===== src/rtl/sram_oq_scheduler_pkg.sv =====
// Shared constants, command payload and helpers for the SRAM output-queue scheduler.
package nf10_sram_oq_pkg;

  localparam int unsigned NUM_QUEUES     = 5;
  localparam int unsigned QUEUE_ID_WIDTH = 3;
  localparam int unsigned MEM_ADDR_WIDTH = 19;
  localparam int unsigned QUEUE_SIZE     = 104857;

  typedef logic [NUM_QUEUES-1:0][MEM_ADDR_WIDTH-1:0] base_table_t;

  typedef struct packed {
    logic                      we;
    logic [MEM_ADDR_WIDTH-1:0] addr;
    logic [QUEUE_ID_WIDTH-1:0] qid;
  } mem_cmd_t;

  // Per-queue region base addresses, folded to constants at elaboration.
  function automatic base_table_t make_base_table(input int unsigned qsize);
    base_table_t t;
    t = '0;
    for (int unsigned q = 0; q < NUM_QUEUES; q++) begin
      t[q] = MEM_ADDR_WIDTH'(q * qsize);
    end
    return t;
  endfunction

  // Lowest set bit wins, so a multi-hot vector resolves deterministically.
  function automatic logic [QUEUE_ID_WIDTH-1:0] onehot_to_idx(input logic [NUM_QUEUES-1:0] oh);
    logic [QUEUE_ID_WIDTH-1:0] idx;
    idx = '0;
    for (int q = NUM_QUEUES - 1; q >= 0; q--) begin
      if (oh[q]) idx = QUEUE_ID_WIDTH'(q);
    end
    return idx;
  endfunction

endpackage


===== src/rtl/sram_oq_scheduler_rr_arbiter.sv =====
// Round-robin read picker: first eligible queue strictly after the last one served.
module sram_oq_rr_arbiter
  import nf10_sram_oq_pkg::*;
(
  input  logic                      clk,
  input  logic                      reset,
  input  logic [NUM_QUEUES-1:0]     elig,
  input  logic                      advance,
  output logic                      any_c,
  output logic [QUEUE_ID_WIDTH-1:0] pick_c
);

  logic [QUEUE_ID_WIDTH-1:0] last;
  int unsigned               cand;

  always_comb begin
    any_c  = 1'b0;
    pick_c = '0;
    cand   = 0;
    for (int unsigned k = 1; k <= NUM_QUEUES; k++) begin
      cand = 32'(last) + k;
      if (cand >= NUM_QUEUES) cand = cand - NUM_QUEUES;
      if (!any_c && elig[QUEUE_ID_WIDTH'(cand)]) begin
        any_c  = 1'b1;
        pick_c = QUEUE_ID_WIDTH'(cand);
      end
    end
  end

  always_ff @(posedge clk) begin
    if (reset) begin
      last <= '0;
    end else if (advance) begin
      last <= pick_c;
    end
  end

endmodule


===== src/rtl/sram_oq_scheduler.sv =====
// Arbitrates the single SRAM command slot between queued writes and round-robin
// reads of fully committed packets across the per-queue circular regions.
module sram_oq_scheduler
  import nf10_sram_oq_pkg::*;
#(
  parameter int unsigned QUEUE_SIZE = nf10_sram_oq_pkg::QUEUE_SIZE
) (
  input  logic                      clk,
  input  logic                      reset,
  input  logic                      wr_req,
  input  logic [NUM_QUEUES-1:0]     wr_oq,
  input  logic                      wr_last,
  output logic                      wr_grant,
  input  logic [NUM_QUEUES-1:0]     rd_ready,
  output logic                      mem_cmd_valid,
  output logic                      mem_cmd_we,
  output logic [MEM_ADDR_WIDTH-1:0] mem_cmd_addr,
  output logic [QUEUE_ID_WIDTH-1:0] mem_cmd_qid,
  input  logic                      mem_cmd_ready,
  output logic [NUM_QUEUES-1:0]     q_empty,
  output logic [NUM_QUEUES-1:0]     q_full,
  output logic                      err_oq
);

  localparam int unsigned OFF_WIDTH = $clog2(QUEUE_SIZE);
  localparam int unsigned CNT_WIDTH = $clog2(QUEUE_SIZE + 1);
  localparam logic [OFF_WIDTH-1:0] OFF_MAX = OFF_WIDTH'(QUEUE_SIZE - 1);
  localparam logic [CNT_WIDTH-1:0] CNT_MAX = CNT_WIDTH'(QUEUE_SIZE);
  localparam logic [CNT_WIDTH-1:0] CNT_ONE = CNT_WIDTH'(1);
  localparam base_table_t          BASE    = make_base_table(QUEUE_SIZE);

  logic [OFF_WIDTH-1:0] head          [NUM_QUEUES];
  logic [OFF_WIDTH-1:0] tail          [NUM_QUEUES];
  logic [CNT_WIDTH-1:0] used          [NUM_QUEUES];
  logic [CNT_WIDTH-1:0] committed     [NUM_QUEUES];
  logic [OFF_WIDTH-1:0] head_nxt      [NUM_QUEUES];
  logic [OFF_WIDTH-1:0] tail_nxt      [NUM_QUEUES];
  logic [CNT_WIDTH-1:0] used_nxt      [NUM_QUEUES];
  logic [CNT_WIDTH-1:0] committed_nxt [NUM_QUEUES];

  mem_cmd_t                  cmd;
  mem_cmd_t                  cmd_nxt;
  logic                      cmd_valid;
  logic                      prio_rd;
  logic                      slot_free;
  logic [QUEUE_ID_WIDTH-1:0] wr_sel;
  logic                      wr_elig;
  logic [NUM_QUEUES-1:0]     rd_elig;
  logic                      rd_any;
  logic [QUEUE_ID_WIDTH-1:0] rd_pick;
  logic                      wr_win;
  logic                      rd_win;

  function automatic logic [OFF_WIDTH-1:0] next_off(input logic [OFF_WIDTH-1:0] off);
    return (off == OFF_MAX) ? '0 : off + OFF_WIDTH'(1);
  endfunction

  // Eligibility and slot arbitration; prio_rd=0 favours the write stream on contention.
  always_comb begin
    slot_free = !cmd_valid || mem_cmd_ready;
    wr_sel    = onehot_to_idx(wr_oq);
    wr_elig   = wr_req && (wr_oq != '0) && !q_full[wr_sel];
    for (int unsigned q = 0; q < NUM_QUEUES; q++) begin
      rd_elig[q] = (committed[q] != '0) && rd_ready[q];
    end
    wr_win = slot_free && wr_elig && (!rd_any || !prio_rd);
    rd_win = slot_free && rd_any && (!wr_elig || prio_rd);
  end

  assign wr_grant = wr_win;

  sram_oq_rr_arbiter u_rr (
    .clk     (clk),
    .reset   (reset),
    .elig    (rd_elig),
    .advance (rd_win),
    .any_c   (rd_any),
    .pick_c  (rd_pick)
  );

  // Next pointer/count state; a write with wr_last commits every word written so far.
  always_comb begin
    cmd_nxt = cmd;
    if (wr_win) begin
      cmd_nxt = '{we: 1'b1, addr: BASE[wr_sel] + MEM_ADDR_WIDTH'(tail[wr_sel]), qid: wr_sel};
    end else if (rd_win) begin
      cmd_nxt = '{we: 1'b0, addr: BASE[rd_pick] + MEM_ADDR_WIDTH'(head[rd_pick]), qid: rd_pick};
    end
    for (int unsigned q = 0; q < NUM_QUEUES; q++) begin
      head_nxt[q]      = head[q];
      tail_nxt[q]      = tail[q];
      used_nxt[q]      = used[q];
      committed_nxt[q] = committed[q];
      if (wr_win && wr_sel == QUEUE_ID_WIDTH'(q)) begin
        tail_nxt[q] = next_off(tail[q]);
        used_nxt[q] = used[q] + CNT_ONE;
        if (wr_last) committed_nxt[q] = used[q] + CNT_ONE;
      end
      if (rd_win && rd_pick == QUEUE_ID_WIDTH'(q)) begin
        head_nxt[q]      = next_off(head[q]);
        used_nxt[q]      = used[q] - CNT_ONE;
        committed_nxt[q] = committed[q] - CNT_ONE;
      end
    end
  end

  always_ff @(posedge clk) begin
    if (reset) begin
      cmd       <= '0;
      cmd_valid <= 1'b0;
      prio_rd   <= 1'b0;
      err_oq    <= 1'b0;
      q_empty   <= '1;
      q_full    <= '0;
      for (int unsigned q = 0; q < NUM_QUEUES; q++) begin
        head[q]      <= '0;
        tail[q]      <= '0;
        used[q]      <= '0;
        committed[q] <= '0;
      end
    end else begin
      if (slot_free) cmd_valid <= wr_win || rd_win;
      cmd <= cmd_nxt;
      if (slot_free && wr_elig && rd_any) prio_rd <= !prio_rd;
      if (wr_req && wr_oq == '0) err_oq <= 1'b1;
      for (int unsigned q = 0; q < NUM_QUEUES; q++) begin
        head[q]      <= head_nxt[q];
        tail[q]      <= tail_nxt[q];
        used[q]      <= used_nxt[q];
        committed[q] <= committed_nxt[q];
        q_empty[q]   <= (committed_nxt[q] == '0);
        q_full[q]    <= (used_nxt[q] == CNT_MAX);
      end
    end
  end

  assign mem_cmd_valid = cmd_valid;
  assign mem_cmd_we    = cmd.we;
  assign mem_cmd_addr  = cmd.addr;
  assign mem_cmd_qid   = cmd.qid;

endmodule


===== config.mk =====
export PLATFORM = sky130hd
export DESIGN_NAME = sram_oq_scheduler
export DESIGN_NICKNAME = d
export VERILOG_FILES = /design/src/rtl/sram_oq_scheduler_pkg.sv /design/src/rtl/sram_oq_scheduler_rr_arbiter.sv /design/src/rtl/sram_oq_scheduler.sv
export SDC_FILE = /design/constraint.sdc
export NUM_CORES = 1
export LEC_CHECK = 0
export BUFFER_PORTS_ARGS = -buffer_cell sky130_fd_sc_hd__buf_4
export CAP_MARGIN = 20
export CORE_MARGIN = 2
export CORE_UTILIZATION = 55
export DETAILED_ROUTE_END_ITERATION = 7
export PLACE_DENSITY = 0.79
export SLEW_MARGIN = 20
export SYNTH_ARGS = -nofsm -noshare
export SYNTH_HDL_FRONTEND = slang
export SYNTH_SLANG_ARGS = --single-unit
export TNS_END_PERCENT = 10

===== constraint.sdc =====
create_clock -name clk -period 8.13 [get_ports clk]
set_input_delay 0.813 -clock clk [delete_from_list [all_inputs] [get_ports clk]]
set_output_delay 0.813 -clock clk [all_outputs]
set_load 0.02 [all_outputs]

==> metrics.md, run 1 <==
| Metric | Value |
|---|---|
| Status | complete, no violations |
| Die height | between 200 and 250 µm |
| Area of the multi-input gates | 16100 µm² |
| PostCTS Resize Cnt | 0 |
| CP Class | reg2reg |
| Ys async rst share | 0% |
| Clock latency on the worst-skew pair | 600 ps |
| TNS Setup | 0 ps |
| Synth unique cells | 110 |
| DRT Pass-1 Iters | 6 |
| Die extent in x | around 220 µm |
| CP Capture Type | flip-flop |
| Post-synth EDFFs | 0 |
| Initial antenna violation count | 0 |
| Clock-pin slew on the worst setup and hold paths | around 70 ps |
| Final setup fails | 0 |
| Setup bufs post-CTS | 0 |
| Final net count | 3284 |
| CP arrival | roughly 7400 ps |
| DR WL/cell | approximately 19 µm |
| Clock Path Buffers | 3 |
| CTS tree | done |
| Placer congestion estimate | 0.951 |
| Drt total wl | between 70000 and 80000 µm |
| Routed Antenna Nets | 0 |
| Synth warnings | 0 |
| Core area | ~44000 µm² |
| Cts hold-fix bufs | 0 |
| Overall routing resource usage | between 20% and 30% |
| Reg2Reg Setup Slack | between 1000 and 1500 ps |
| Global-route wire length before repair | roughly 120000 µm |
| Slew HR | a little under a quarter |
| Via Count | between 20000 and 25000 |
| Max-Cap Viols | 0 |
| Initial DRC count | 2294 |
| Drt drc | 0 |
| Number of global-route vias before repair | about 23000 |
| Ports | between 50 and 60 |
| WHS Path Cells | 2 |
| Syn Inst Count | 3210 |
| Reg-to-Reg End | mem_cmd_addr[17] |
| Top FF cell, synth | dfxtp_1 |
| RSZ-0062 raised after global routing | false |
| Achievable frequency | roughly 0.14 GHz |
| Sink Count | around 380 |
| Slew @ Worst Pin | 1140 ps |
| CTS Buf Count | 45 |
| GRT overflow | 0 |
| Mapped Area | 24700 µm² |
| Ratio of cells with drive above 1 in the final layout | 7.88% |
| DPL Wire Length | between 50000 and 60000 µm |
| Start point of the worst hold path | mem_cmd_we |
| PortBufs | 50 |
| FF-to-FF Start | u_rr.last[1] |
| CTS Root Cell | clkbuf_16 |
| FF/Latch Area | about 7600 µm² |
| Vias per cell | between 6 and 7 |
| Yosys top cell by area | dfxtp_1 |
| Highest net fanout along the worst path | 20 |
| Initial Util | between 50% and 60% |
| Area grow syn2layout | 9.35% |
| Worst Clk Skew | between 20 and 30 ps |
| Antenna cells | 0 |
| Worst hold endpoint | mem_cmd_we |
| Top-area cell type share of the netlist area | a little under a third |
| Final hold vios | 0 |
| Largest net degree at the start of global routing | 93 |
| Hold crit path type | reg2reg |
| Num rows | between 70 and 80 |
| Register area share after synthesis | ~30% |
| Post-Syn Nets | approximately 3300 |
| H-tree depth | 2 |
| Most common cell in the netlist | nor2_1 |
| Commonest cells post-synth | nor2_1, dfxtp_1, nand2_1 |
| Crit path required time | roughly 8600 ps |
| Synth Area per Inst | a little under 8 µm² |
| Final Max Slew Viols | 0 |
| Die Area | around 47000 µm² |
| Period utilization | 85.0% |
| Tmin final | approximately 7000 ps |
| CP startpoint kind | flip-flop |
| Top cells by area, synth | dfxtp_1, nor2_1, xor2_1, nand2_1, xnor2_1 |
| FF-to-FF path depth | 23 |
| Synthesized flop and latch total | 379 |
| FILL cells | 3873 |
==> metal layers <==
layer	GRT usage (%)	vias up	part of all wire, %
met5	0	-	0
met4	13.2	0	4.1
met3	4.03	217	7.2
met2	49.6	1031	46
met1	38.7	11400	42
li1	-	11400	-
==> final cells by class <==
type	count	share of cell area [%]
Timing Repair Buffer	80	2.31
Clock buffer	61	4.84
Multi-Input combinational cell	2578	59.8
Inverter	94	1.31
Clock inverter	18	0.923
Sequential cell	379	28.1
Tap cell	592	2.74
==> worst max-delay path by stage <==
stage,slack (ps),to,start
CTS,1330,mem_cmd_addr[17],u_rr.last[2]
global route,610,mem_cmd_addr[17],u_rr.last[2]
floorplan,1930,mem_cmd_addr[17],u_rr.last[0]
global placement,1540,mem_cmd_addr[17],u_rr.last[1]
finish,1220,mem_cmd_addr[17],u_rr.last[1]
detailed placement,1350,mem_cmd_addr[17],u_rr.last[1]
==> worst max-delay path: stages, from the launching register on <==
cell and delay, ps:
dfxtp_1 610, ha_1 240, inv_1 50, fa_1 430, a21oi_1 340, mux2i_1 550
o211ai_1 240, o311ai_2 210, nand3_4 190, or4b_1 550, and4_1 190, inv_1 280
buf_4 300, nand2_1 80, nand3_1 80, o21ai_0 120, o21ai_0 210, ha_1 310
a2111oi_0 750, a21oi_4 150, a41oi_4 350, o31ai_4 120, o41ai_1 340, a311oi_1 90
==> stage by stage <==
stage / hold WS [ps] / cells / utilization, % / cell area, µm² / setup WS [ps]
final: 461 / 3802 / 61.0 / 27000 / 1220
after global routing: 493 / 3802 / 61.0 / 27000 / 608
after detailed placement: 460 / 3721 / 57.4 / 25400 / 1350
after global placement: 451 / 3721 / 57.4 / 25400 / 1540
after CTS: 467 / 3800 / 60.9 / 26900 / 1330
after floorplan: 451 / 3210 / - / 24700 / 1930
==> cells in the final DEF (no fill, tap or decap), drive strengths merged, types with 10 or more instances in the layout <==
| master | n |
|---|---|
| nor4 | 49 |
| and3 | 63 |
| dfxtp | 379 |
| nor2 | 520 |
| a22oi | 27 |
| nand2b | 33 |
| or2 | 11 |
| o21ai | 157 |
| o21a | 19 |
| nand3 | 147 |
| o211ai | 16 |
| clkbuf | 61 |
| or4 | 15 |
| and2 | 38 |
| nand4 | 105 |
| o22ai | 18 |
| inv | 94 |
| a21oi | 163 |
| buf | 80 |
| o221ai | 29 |
| mux4 | 17 |
| clkinv | 10 |
| xor2 | 174 |
| ha | 88 |
| mux2i | 10 |
| a211oi | 30 |
| a32oi | 45 |
| nor2b | 14 |
| nand2 | 307 |
| or3 | 72 |
| a21o | 16 |
| nor3 | 94 |
| xnor2 | 130 |
| a221oi | 10 |
| a31oi | 17 |
| o21ba | 10 |
==> logic make-up after synthesis <==
| logic type | share of synthesized area (%) |
|---|---|
| simple gates | 29.7 |
| compound gates | 17.7 |
| flops | 30.7 |
| xor+xnor | 10.8 |
| buf+inv | 4.13 |
| fa+ha+maj | 4.70 |
| mux | 2.19 |
==> registers in the layout, summed over array words and instances (netlist names) <==
| register | cells |
|---|---|
| q_full | 5 |
| mem_cmd_we | 1 |
| head | 85 |
| mem_cmd_valid | 1 |
| q_empty | 5 |
| prio_rd | 1 |
| mem_cmd_qid | 3 |
| committed | 85 |
| used | 85 |
| tail | 85 |
| u_rr.last | 3 |
| mem_cmd_addr | 19 |
| err_oq | 1 |
Power of run 1 is left out: the tool's default activity adds up to more than one toggle a clock period on the data nets, which glitch-free logic cannot reach.
==> inputs of run 2 (changes only) <==
--- a/config.mk
+++ b/config.mk
@@ -10,7 +10,7 @@
 export CORE_MARGIN = 2
 export CORE_UTILIZATION = 55
 export DETAILED_ROUTE_END_ITERATION = 7
-export PLACE_DENSITY = 0.79
+export PLACE_DENSITY_LB_ADDON = 0.08
 export SLEW_MARGIN = 20
 export SYNTH_ARGS = -nofsm -noshare
 export SYNTH_HDL_FRONTEND = slang
==> run 2 against run 1 <==
Against the previous run:
- non-clock buffer count is 2 lower
- global-route usage down 0.057 points
- die area did not move
- setup slack got worse by 370 ps
- routed wire length decreased by 0.85%
- maximum frequency is 5.1% lower
==> metrics.md, run 2 (synthesis gave the netlist of run 1 again) <==
| Metric | Value |
|---|---|
| CTS tree | done |
| Area grow syn2layout | 9.41% (about the same) |
| Highest net fanout along the worst path | 30 (+50%) |
| Achievable frequency | 0.137 GHz (-5.1%) |
| Initial Util | 55.8% (unchanged) |
| Clock Path Buffers | 3 (unchanged) |
| Crit path required time | 8580 ps (about the same) |
| CP Class | reg2reg |
| PortBufs | 50 (unchanged) |
| Overall routing resource usage | 29.8% (-0.057 points) |
| Ports | 51 (unchanged) |
| Initial antenna violation count | 1 (+1) |
| CP max stage cell | a2111oi_0 |
| Status | complete, no violations |
| Setup bufs post-CTS | 0 (unchanged) |
| Max-Cap Viols | 0 (unchanged) |
| Hold WS | 463 ps (+1.60 ps) |
| H-tree depth | 2 (unchanged) |
| Final setup fails | 0 (unchanged) |
| Die Area | 46600 µm² (unchanged) |
| PostCTS Resize Cnt | 0 (unchanged) |
| Final net count | 3282 (-0.061%) |
| Drt total wl | 71200 µm (-0.85%) |
| CP startpoint kind | flip-flop |
| Core area | 44200 µm² (unchanged) |
| FILL cells | 4015 (+3.7%) |
| DR WL/cell | 18.7 µm (-0.85%) |
| Antenna cells | 0 (unchanged) |
| Most frequent cells in the layout | nor2_1, dfxtp_1, nand2_1 |
| Die height | 216 µm (unchanged) |
| Cts hold-fix bufs | 0 (unchanged) |
| DRT Pass-1 Iters | 5 (-1) |
| Buf/Inv on CP | 3 (unchanged) |
| Global-route wire length before repair | 114000 µm (-1.2%) |
| Placer congestion estimate | 0.902 (-5.1%) |
| CTS Buf Count | 45 (unchanged) |
| CP Capture Type | flip-flop |
| Clock-pin slew on the worst setup and hold paths | 60 ps (about the same) |
| Final WS setup | 848 ps (-368 ps) |
| Routed Antenna Nets | 0 (unchanged) |
| Commonest non-fill, non-tap cell in the layout | nor2_1 |
| CP Cell Sequence | inv_1 > ha_1 > inv_1 > nor2_1 > a221oi_1 > a221oi_2 > o21a_2 > nand3_4 > or4b_1 > and4_1 > inv_1 > nand2_1 > nand3_1 > o21ai_0 > o21ai_0 > ha_1 > a2111oi_0 > a21oi_4 > a41oi_4 > o31ai_4 > o41ai_1 > a311oi_1 |
| Slew @ Worst Pin | 1090 ps (-53.0 ps) |
| Final Max Slew Viols | 0 (unchanged) |
| Via Count | 23400 (-2.6%) |
| Num rows | 77 (unchanged) |
| Hold crit path type | reg2reg |
| DPL Wire Length | 52100 µm (+2.0%) |
| GRT overflow | 0 (unchanged) |
| Die extent in x | 216 µm (unchanged) |
| Number of global-route vias before repair | 21800 (-4.2%) |
| Vias per cell | 6.16 (-2.6%) |
| Period utilization | 89.6% (+4.5 points) |
| CTS Root Cell | clkbuf_16 |
| RSZ-0062 raised after global routing | false |
| Crit-path leading delay family | compound AO/OA/AOI/OAI gates |
| Ratio of cells with drive above 1 in the final layout | 7.79% (-0.093 points) |
| CP most frequent cell | inv_1 |
| Sink Count | 379 (unchanged) |
| Largest net degree at the start of global routing | 75 (-19%) |
| Worst stage delay on the critical path | 710 ps (-40 ps) |
| Slew HR | 26.8% (+3.4 points) |
| Dpl ws | 966 ps (-388 ps) |
| Initial DRC count | 1916 (-16%) |
| Worst Clk Skew | 26.7 ps (-0.613 ps) |
| Final core occ | 61.1% (about the same) |
| Final hold vios | 0 (unchanged) |
| Drt drc | 0 (unchanged) |
| Clock latency on the worst-skew pair | 590 ps (about the same) |
| CP arrival | 7730 ps (+360 ps) |
| TNS Setup | 0 ps (unchanged) |
| Tmin final | 7280 ps (+368 ps) |
## run 2: final timing paths
kind / from / end / slack (ps) / cells past startpoint
worst max-delay path: u_rr.last[1] / mem_cmd_addr[17] / 850 / 22
worst min-delay path: mem_cmd_addr[0] / mem_cmd_addr[0] / 460 / 2
worst max register to register: u_rr.last[1] / mem_cmd_addr[17] / 850 / 22
worst min register to register: mem_cmd_addr[0] / mem_cmd_addr[0] / 460 / 2
## run 2: worst min-delay path, delay by kind of cell (launching register included)
family / cells / cell delay (ps)
AOI/OAI and AO/OA: 1 / 50
and+or+nand+nor: 1 / 50
DFF: 1 / 310
## run 2: stage by stage
step	instances	cell area (µm²)
2_1_floorplan	3210	24700
6_report	3802	27000
5_1_grt	3802	27000
3_3_place_gp	3720	25400
3_5_place_dp	3720	25400
4_1_cts	3801	27000
## run 2: routing by layer
metal,up-vias,share of wire [%],global-route usage (%)
li1,11400,-,-
met1,11100,46,41.1
met2,750,45,47.0
met3,135,6.3,4.67
met4,2,3.3,11.0
met5,-,0.022,0
## run 2: cell type report
cell class | count | area (µm²) | area share (%)
multi-input combinational | 2578 | 16100 | 59.7
sequential | 379 | 7590 | 28.1
clock buffer | 63 | 1290 | 4.80
tap | 592 | 741 | 2.74
timing repair buffer | 78 | 589 | 2.18
inverter | 94 | 353 | 1.31
clock inverter | 18 | 312 | 1.15
Power of run 2 is left out for the same reason.
